$ cat src/rtl/fp_pkg.sv
// Shared types and rounding decision for the FP divide/sqrt datapath.
package fp_pkg;

    typedef enum logic [1:0] {
        RNE = 2'd0,
        RTZ = 2'd1,
        RUP = 2'd2,
        RDN = 2'd3
    } rmode_t;

    typedef enum logic [1:0] {
        IDLE   = 2'd0,
        DIVIDE = 2'd1,
        ROUND  = 2'd2,
        DONE   = 2'd3
    } mdiv_state_t;

    // Directed modes round away from zero only when that moves toward their infinity.
    function automatic logic round_up(input rmode_t rmode, input logic sign,
                                      input logic lsb, input logic guard, input logic sticky);
        logic up;
        case (rmode)
            RNE:     up = guard & (sticky | lsb);
            RTZ:     up = 1'b0;
            RUP:     up = ~sign & (guard | sticky);
            RDN:     up = sign & (guard | sticky);
            default: up = 1'b0;
        endcase
        return up;
    endfunction

endpackage

$ cat src/rtl/fp_round.sv
// Combinational normaliser and rounder for a WIDTH+3 bit quotient/root with
// one integer bit; shared between the divider and the future sqrt unit.
module fp_round
    import fp_pkg::*;
#(
    parameter int WIDTH = 23
) (
    input  logic [WIDTH+2:0] quo,
    input  logic             rem_nz,
    input  rmode_t           rmode,
    input  logic             sign,
    output logic [WIDTH-1:0] frac_out,
    output logic             dec,
    output logic             inc,
    output logic             inexact
);

    logic [WIDTH-1:0] frac;
    logic             guard;
    logic             sticky;
    logic             up;

    // NOTE: every always_comb output gets a default first so no path can infer a latch.
    always_comb begin
        frac     = '0;
        guard    = 1'b0;
        sticky   = 1'b0;
        dec      = 1'b0;
        up       = 1'b0;
        inc      = 1'b0;
        frac_out = '0;
        inexact  = 1'b0;

        if (quo[WIDTH+2]) begin
            frac   = quo[WIDTH+1:2];
            guard  = quo[1];
            sticky = quo[0] | rem_nz;
        end else begin
            frac   = quo[WIDTH:1];
            guard  = quo[0];
            sticky = rem_nz;
            dec    = 1'b1;
        end

        up                = round_up(rmode, sign, frac[0], guard, sticky);
        {inc, frac_out}   = {1'b0, frac} + {{WIDTH{1'b0}}, up};
        inexact           = guard | sticky;
    end

endmodule

$ cat src/rtl/mdiv_seq.sv
// Sequential radix-2 restoring mantissa divider with valid/ready handshakes;
// one quotient bit per cycle, then normalise and round into registered outputs.
module mdiv_seq
    import fp_pkg::*;
#(
    parameter int WIDTH = 23
) (
    input  logic             clk,
    input  logic             reset,
    input  logic             in_valid,
    output logic             in_ready,
    input  logic [WIDTH-1:0] m1,
    input  logic [WIDTH-1:0] m2,
    input  logic [1:0]       rmode,
    input  logic             sign,
    output logic             out_valid,
    input  logic             out_ready,
    output logic [WIDTH-1:0] m3,
    output logic             decrement_exponent,
    output logic             increment_exponent,
    output logic             inexact
);

    localparam int Q  = WIDTH + 3;
    localparam int CW = $clog2(Q);

    mdiv_state_t      state;
    logic [WIDTH:0]   divisor;
    logic [WIDTH+1:0] rem;
    logic [WIDTH+2:0] quo;
    logic [CW-1:0]    count;
    rmode_t           rmode_q;
    logic             sign_q;

    // rem < 2*divisor always holds, so the doubled remainder fits in WIDTH+2 bits.
    logic             ge;
    logic [WIDTH+1:0] rem_sel;

    logic [WIDTH-1:0] r_frac;
    logic             r_dec;
    logic             r_inc;
    logic             r_inexact;

    assign in_ready = (state == IDLE);
    assign ge       = (rem >= {1'b0, divisor});
    assign rem_sel  = ge ? (rem - {1'b0, divisor}) : rem;

    fp_round #(.WIDTH(WIDTH)) u_round (
        .quo      (quo),
        .rem_nz   (rem != '0),
        .rmode    (rmode_q),
        .sign     (sign_q),
        .frac_out (r_frac),
        .dec      (r_dec),
        .inc      (r_inc),
        .inexact  (r_inexact)
    );

    // NOTE: only control and visible outputs are reset; the datapath is always
    // reloaded on accept, so clearing it would add reset fan-out for nothing.
    always_ff @(posedge clk) begin
        if (reset) begin
            state              <= IDLE;
            out_valid          <= 1'b0;
            m3                 <= '0;
            decrement_exponent <= 1'b0;
            increment_exponent <= 1'b0;
            inexact            <= 1'b0;
        end else begin
            // NOTE: non-blocking assignments so every register samples pre-edge values.
            case (state)
                IDLE: begin
                    if (in_valid) begin
                        divisor <= {1'b1, m2};
                        rem     <= {1'b0, 1'b1, m1};
                        quo     <= '0;
                        count   <= '0;
                        rmode_q <= rmode_t'(rmode);
                        sign_q  <= sign;
                        state   <= DIVIDE;
                    end
                end
                DIVIDE: begin
                    rem   <= rem_sel << 1;
                    quo   <= {quo[WIDTH+1:0], ge};
                    count <= count + 1'b1;
                    if (count == CW'(Q - 1)) state <= ROUND;
                end
                ROUND: begin
                    m3                 <= r_frac;
                    decrement_exponent <= r_dec;
                    increment_exponent <= r_inc;
                    inexact            <= r_inexact;
                    out_valid          <= 1'b1;
                    state              <= DONE;
                end
                DONE: begin
                    if (out_ready) begin
                        out_valid <= 1'b0;
                        state     <= IDLE;
                    end
                end
                default: state <= IDLE;
            endcase
        end
    end

endmodule
$ cat config.mk
export PLATFORM = sky130hd
export DESIGN_NAME = mdiv_seq
export DESIGN_NICKNAME = d
export VERILOG_FILES = /design/src/rtl/fp_pkg.sv /design/src/rtl/fp_round.sv /design/src/rtl/mdiv_seq.sv
export SDC_FILE = /design/constraint.sdc
export NUM_CORES = 1
export LEC_CHECK = 0
export BUFFER_PORTS_ARGS = -buffer_cell sky130_fd_sc_hd__buf_2
export CORE_MARGIN = 2
export CORE_UTILIZATION = 54
export DETAILED_ROUTE_END_ITERATION = 7
export MAX_ROUTING_LAYER = met4
export PLACE_DENSITY_LB_ADDON = 0.1
export SYNTH_ARGS = -nofsm -noshare
export SYNTH_HDL_FRONTEND = slang
export SYNTH_SLANG_ARGS = --single-unit
$ cat constraint.sdc
create_clock -name clk -period 3.9 [get_ports clk]
set_input_delay 0.195 -clock clk [delete_from_list [all_inputs] [get_ports clk]]
set_output_delay 0.195 -clock clk [all_outputs]
set_load 0.01 [all_outputs]
Yosys cells after proc, flatten, opt, wreduce, memory -nomap -nowiden. Index checks and enable logic that the tools add are counted.

Add/subtract/negate cells: 3. Magnitude comparators: 1. Eq/ne operators: 10. Multiplexer cells: 18. Bitwise operators: 8. Reductions and logical operators: 9.

Operators with widths (number): $pmux W26 S2 (1); $pmux W25 S2 (1); $mux W26 (1); $ge A25 B24 Y1 (1); $mux W25 (1); $reduce_bool A25 Y1 (1); $add A23 B1 Y24 (1); $mux W24 (1); $sub A24 B24 Y24 (1); $mux W23 (1); $pmux W5 S2 (1); $reduce_and A3 Y1 (3); $eq A2 B2 Y1 const B (4); $pmux W2 S4 (1); $mux W2 (3); $ne A2 B2 Y1 const B (3); $add A5 B1 Y5 const B (1); $eq A5 B5 Y1 const B (1); $mux W5 (1); $eq A2 B1 Y1 const B (2); $logic_not A2 Y1 (2); $mux W1 (4); $pmux W1 S4 (1); $reduce_bool A2 Y1 (2); 5 further kinds (10).

Flip-flop bits (word level): 111. Input port bits: 53. Output and inout bits: 28. Word-level logic and storage cells: 61.

Depth between registers and ports, before layout.
Depth after elaboration: 7. Depth in mapped cells: 16. Gate-level depth less buffers: 14.

Cells and area by module. A second synthesis with hierarchy kept.

Cells, all modules: 696. Area, all modules: 6959.2 um^2.

Modules (own cells, without submodules): mdiv_seq (times used 1, cells an instance 541, area an instance 5796.8 um^2, seq. area each 3042.9 um^2); fp_round (times used 1, cells an instance 155, area an instance 1162.4 um^2, seq. area each 0.0 um^2).

Worst setup path after synthesis. Ideal clock, no wire load.

Path kind: reg-to-reg. From: register state[0]. To: register count[0], enable pin. Setup time: 0.488 ns. Arrival: 3.600 ns. Data required time: 3.412 ns. Path slack: -0.189 ns. Cell stages (with the launch flop): 5. Buffers on the path: 0. Period minus slack after synthesis: 4.089 ns. Cell sequence: dfxtp_1 inv_1 ha_1 nand2b_1 a21oi_1.

Longest elaborated chain between the ends: 3. Elaborated cells on any way between the ends: 5. Those cells by class: eq/ne: 2; reduce/logical: 3.

RTL lines: from (decl) (RTL line mdiv_seq.sv:27) `mdiv_state_t state;`; from (signal assigned) (RTL line mdiv_seq.sv:63) `state <= IDLE;`; from (signal assigned) (RTL line mdiv_seq.sv:80) `state <= DIVIDE;`; from (signal assigned) (RTL line mdiv_seq.sv:87) `if (count == CW'(Q - 1)) state <= ROUND;`; $logic_not A2 Y1 (*); named net in_ready (RTL line mdiv_seq.sv:11) `output logic in_ready,`; $ne A2 B2 Y1 (no line) / $reduce_bool A2 Y1 (equally long branches); $reduce_and A3 Y1 (no line) (*); to (signal assigned) (RTL line mdiv_seq.sv:86) `count <= count + 1'b1;`; to (decl) (RTL line mdiv_seq.sv:31) `logic [CW-1:0] count;`.

Mark *: on every way through the listed nets, which the timed path passes. The rest lies on a longest branch. A chain may end at the register's enable or synchronous reset.

Final worst setup path.
From: register quo[25]. To: register m3[20].

Longest elaborated chain between the ends: 5. Elaborated cells on any way between the ends: 10. Those cells by class: add/sub: 1; mux: 4; bitwise: 5.

RTL lines: from (decl) (RTL line mdiv_seq.sv:30) `logic [WIDTH+2:0] quo;`; from (signal assigned) (RTL line mdiv_seq.sv:85) `quo <= {quo[WIDTH+1:0], ge};`; $mux W1 / $mux W23 (equally long branches) (RTL line fp_round.sv:34) `if (quo[WIDTH+2]) begin`; $or A1 B1 Y1 (on tied branches) (RTL line fp_pkg.sv:25, fp_pkg.sv:26, fp_pkg.sv:23); $and A1 B1 Y1 (on tied branches) (RTL line fp_pkg.sv:26, fp_pkg.sv:23, fp_pkg.sv:25); $pmux W1 S4 (RTL line fp_pkg.sv:22) `case (rmode)`; $add A23 B1 Y24 (*) (RTL line fp_round.sv:46) `{inc, frac_out} = {1'b0, frac} + {{WIDTH{1'b0}}, up};`; to (signal assigned) (RTL line mdiv_seq.sv:90) `m3 <= r_frac;`; to (decl) (RTL line mdiv_seq.sv:18) `output logic [WIDTH-1:0] m3,`.

Mark *: on every way between the ends. The rest lies on a longest branch, timed or not.

==> impl_metrics.json <==
{
  "outcome": "complete, no violations",
  "grt_antenna_before_repair": 0,
  "nets": 845,
  "cp_data_required_time_ps": 4180,
  "drv_slew": 0,
  "holdBufCountCts": 0,
  "layout-drive-gt1-share_pct": 17.1,
  "final.setup.worst_slack_ps": 634,
  "critPathLaunchType": "flop",
  "cts-htree-levels": 3,
  "hold_path_end": "divisor[13]",
  "stdcell_area_mm2": 0.00767,
  "syn_avg_cell_area_um2": 9.91,
  "cts_tree": "yes",
  "io_buffer_count": 80,
  "path_clk_slew_ps": 80,
  "grt_pass1_vias": 4999,
  "finalHoldViolations": 0,
  "cts_buffers": 9,
  "die_w_um": 117,
  "root_buffer": "clkbuf_16",
  "postSynthCellCount": 695,
  "vias_per_cell": 5.64,
  "dp.cells": 921,
  "num_antenna_cells": 0,
  "seq_area_frac_synth_pct": 44.2,
  "critPathKind": "flop to flop",
  "pin_count": 81,
  "synth_async_sr_flop_share_pct": 0,
  "wl_um": 15300,
  "maxSlewHeadroom_pct": 55.8,
  "netlist_area_mm2": 0.00689,
  "overflow": 0,
  "drtAntennaViolNets": 0,
  "clock-skew-final_ps": 8.21,
  "p_leak_nw": 3.09,
  "drc": 0,
  "clock-sinks": 111,
  "placed_area_mm2": 0.00739,
  "fillers": 1146,
  "track_usage_pct": 24.1,
  "setup_viol": 0,
  "synth-seq-cells": 111,
  "p_per_area_mw_per_mm2": 674,
  "r2r-end": "m3[20]",
  "num_vias": 5280,
  "holdPathStages": 1,
  "hpwl_um": 11000,
  "final_cells": 937,
  "dieArea_mm2": 0.0137,
  "drtIter0Drc": 330,
  "fin_crit_sh_pct": 83.8,
  "rsz0062_at_grt": "no",
  "die_h_um": 117,
  "rrSetupSlack_ps": 630,
  "yosys_warnings": 0,
  "reg2reg_from": "quo[25]",
  "final_common_cell": "edfxtp_1",
  "wl_per_cell_um": 16.3,
  "hp-start": "m2[13]",
  "r2r_cells": 13,
  "worstPathMaxFanout": 7,
  "pre_cts_ws_ps": 617,
  "hp-class": "primary input to flop",
  "insertion_delay_ps": 360,
  "start_util_pct": 55.0,
  "worstMarginPinSlew_ps": 663,
  "crit_path_end_kind": "flop",
  "fmax_mhz": 306,
  "place.gp.congestion": 0.961,
  "grt_max_degree": 44,
  "cts_buffer_depth": 2,
  "ctsResizeCount": 0,
  "synth_edf_count": 82,
  "synth_cell_types": 70,
  "grt_first_pass_wirelength_um": 24700,
  "cp_data_arrival_time_ps": 3550,
  "final_cell_mix": "edfxtp_1 (82), buf_2 (80), nor2_1 (74), nand2_1 (46), a21oi_1 (44)",
  "core_area_mm2": 0.0125,
  "syn_to_final_growth_pct": 11.4,
  "synth_ff_type": "edfxtp_1",
  "maxCapViolCount": 0,
  "core.rowCount": 41,
  "cts_setup_buffers": 0,
  "syn-num-nets": 780,
  "ir_worst_vdd_v": 0.000285,
  "p_total_w": 0.00517,
  "setup_tns_ps": 0,
  "period_needed_ps": 3270,
  "firstDrtPassIters": 4
}
cells by family after synthesis:
kind of cell               after synthesis  synth area share, %
and+or+nand+nor                        257                 20.0
muxes                                   48                 7.12
buffers and inverters                   71                 4.70
xor gates and xnor gates                41                 5.21
adders and majority gates               32                 5.92
DFF                                    111                 44.2
AOI/OAI and AO/OA                      135                 12.9
state kept, by name, indices dropped and copies added (netlist names):
register / flops
rmode_q: 2
count: 5
m3: 23
quo: 26
divisor: 23
inexact: 1
decrement_exponent: 1
sign_q: 1
rem: 25
increment_exponent: 1
state: 2
out_valid: 1
stage by stage:
stage	hold WS, ps	util [%]
detailed placement	373	59.0
CTS	0.501	61.3
floorplan	273	-
finish	4.79	61.3
global route	2.72	61.3
global placement	371	59.0
layer usage:
metal / GRT usage, % / part of all wire, % / wire (um)
met1: 31.4 / 46 / 7080
met3: 2.68 / 4.3 / 661
met2: 38.5 / 47 / 7170
met4: 10.2 / 2.4 / 369
met5: - / 0 / 0
cells in the mapped netlist (all sizes together) (2+ instances only):
cell type | number | share of area [%]
and3 | 9 | 0.82
a21o | 8 | 0.87
a211oi | 10 | 1.2
nor3b | 2 | 0.22
ha | 31 | 5.6
a221o | 2 | 0.29
and4 | 2 | 0.25
o22ai | 3 | 0.27
nor3 | 19 | 1.4
dfxtp | 29 | 8.4
nand3b | 5 | 0.55
clkbuf | 19 | 1.2
xor2 | 18 | 2.3
o21a | 4 | 0.44
nor4 | 10 | 1.3
or2 | 3 | 0.27
buf | 13 | 1.3
a31oi | 16 | 1.5
nor2b | 6 | 0.55
nand4 | 14 | 1.7
o21ai | 21 | 1.6
a31o | 2 | 0.25
a21oi | 45 | 3.3
and2 | 29 | 2.7
edfxtp | 82 | 36
nand3 | 21 | 1.6
inv | 38 | 2.1
mux2i | 43 | 6.3
o211ai | 9 | 0.98
a2bb2oi | 2 | 0.25
xnor2 | 23 | 2.9
nor2 | 75 | 4.1
mux2 | 5 | 0.82
or3 | 3 | 0.27
nand2b | 6 | 0.55
nand2 | 46 | 2.5
nor4b | 2 | 0.56
worst max-delay path by stage:
stage               slack (ps)     from  endpoint
global placement           760  quo[25]    m3[20]
CTS                        600  quo[25]    m3[20]
finish                     630  quo[25]    m3[20]
global route               310  quo[25]    m3[20]
detailed placement         620  quo[25]    m3[20]
floorplan                  570  quo[25]    m3[20]
worst max-delay path, stage by stage (launching register included):
cell and delay (ps):
edfxtp_1 450, mux2_2 270, nor3_1 50, o21ba_2 200, nor3_1 190, ha_1 250, ha_1 240, nand3_1 170
nor4_4 390, nand4_4 210, nor3_1 260, xor2_1 180, mux2i_1 110, a211oi_2 230
final cells by class:
cell class,instances,area (um^2),share of cell area [%]
clock buffer,12,258,3.36
clock inverter,4,26.3,0.342
inverter,38,143,1.86
multi-input combinational,513,3540,46.1
sequential,111,3040,39.6
tap,172,215,2.80
timing repair buffer,87,453,5.90
report_power, final:
part | switching (W) | internal (W)
clock network | 0.000438 | 0.000475
logic | 0.00142 | 0.000937
registers | 0.000224 | 0.00167
No activity file was read; power rests on OpenSTA's default activity.
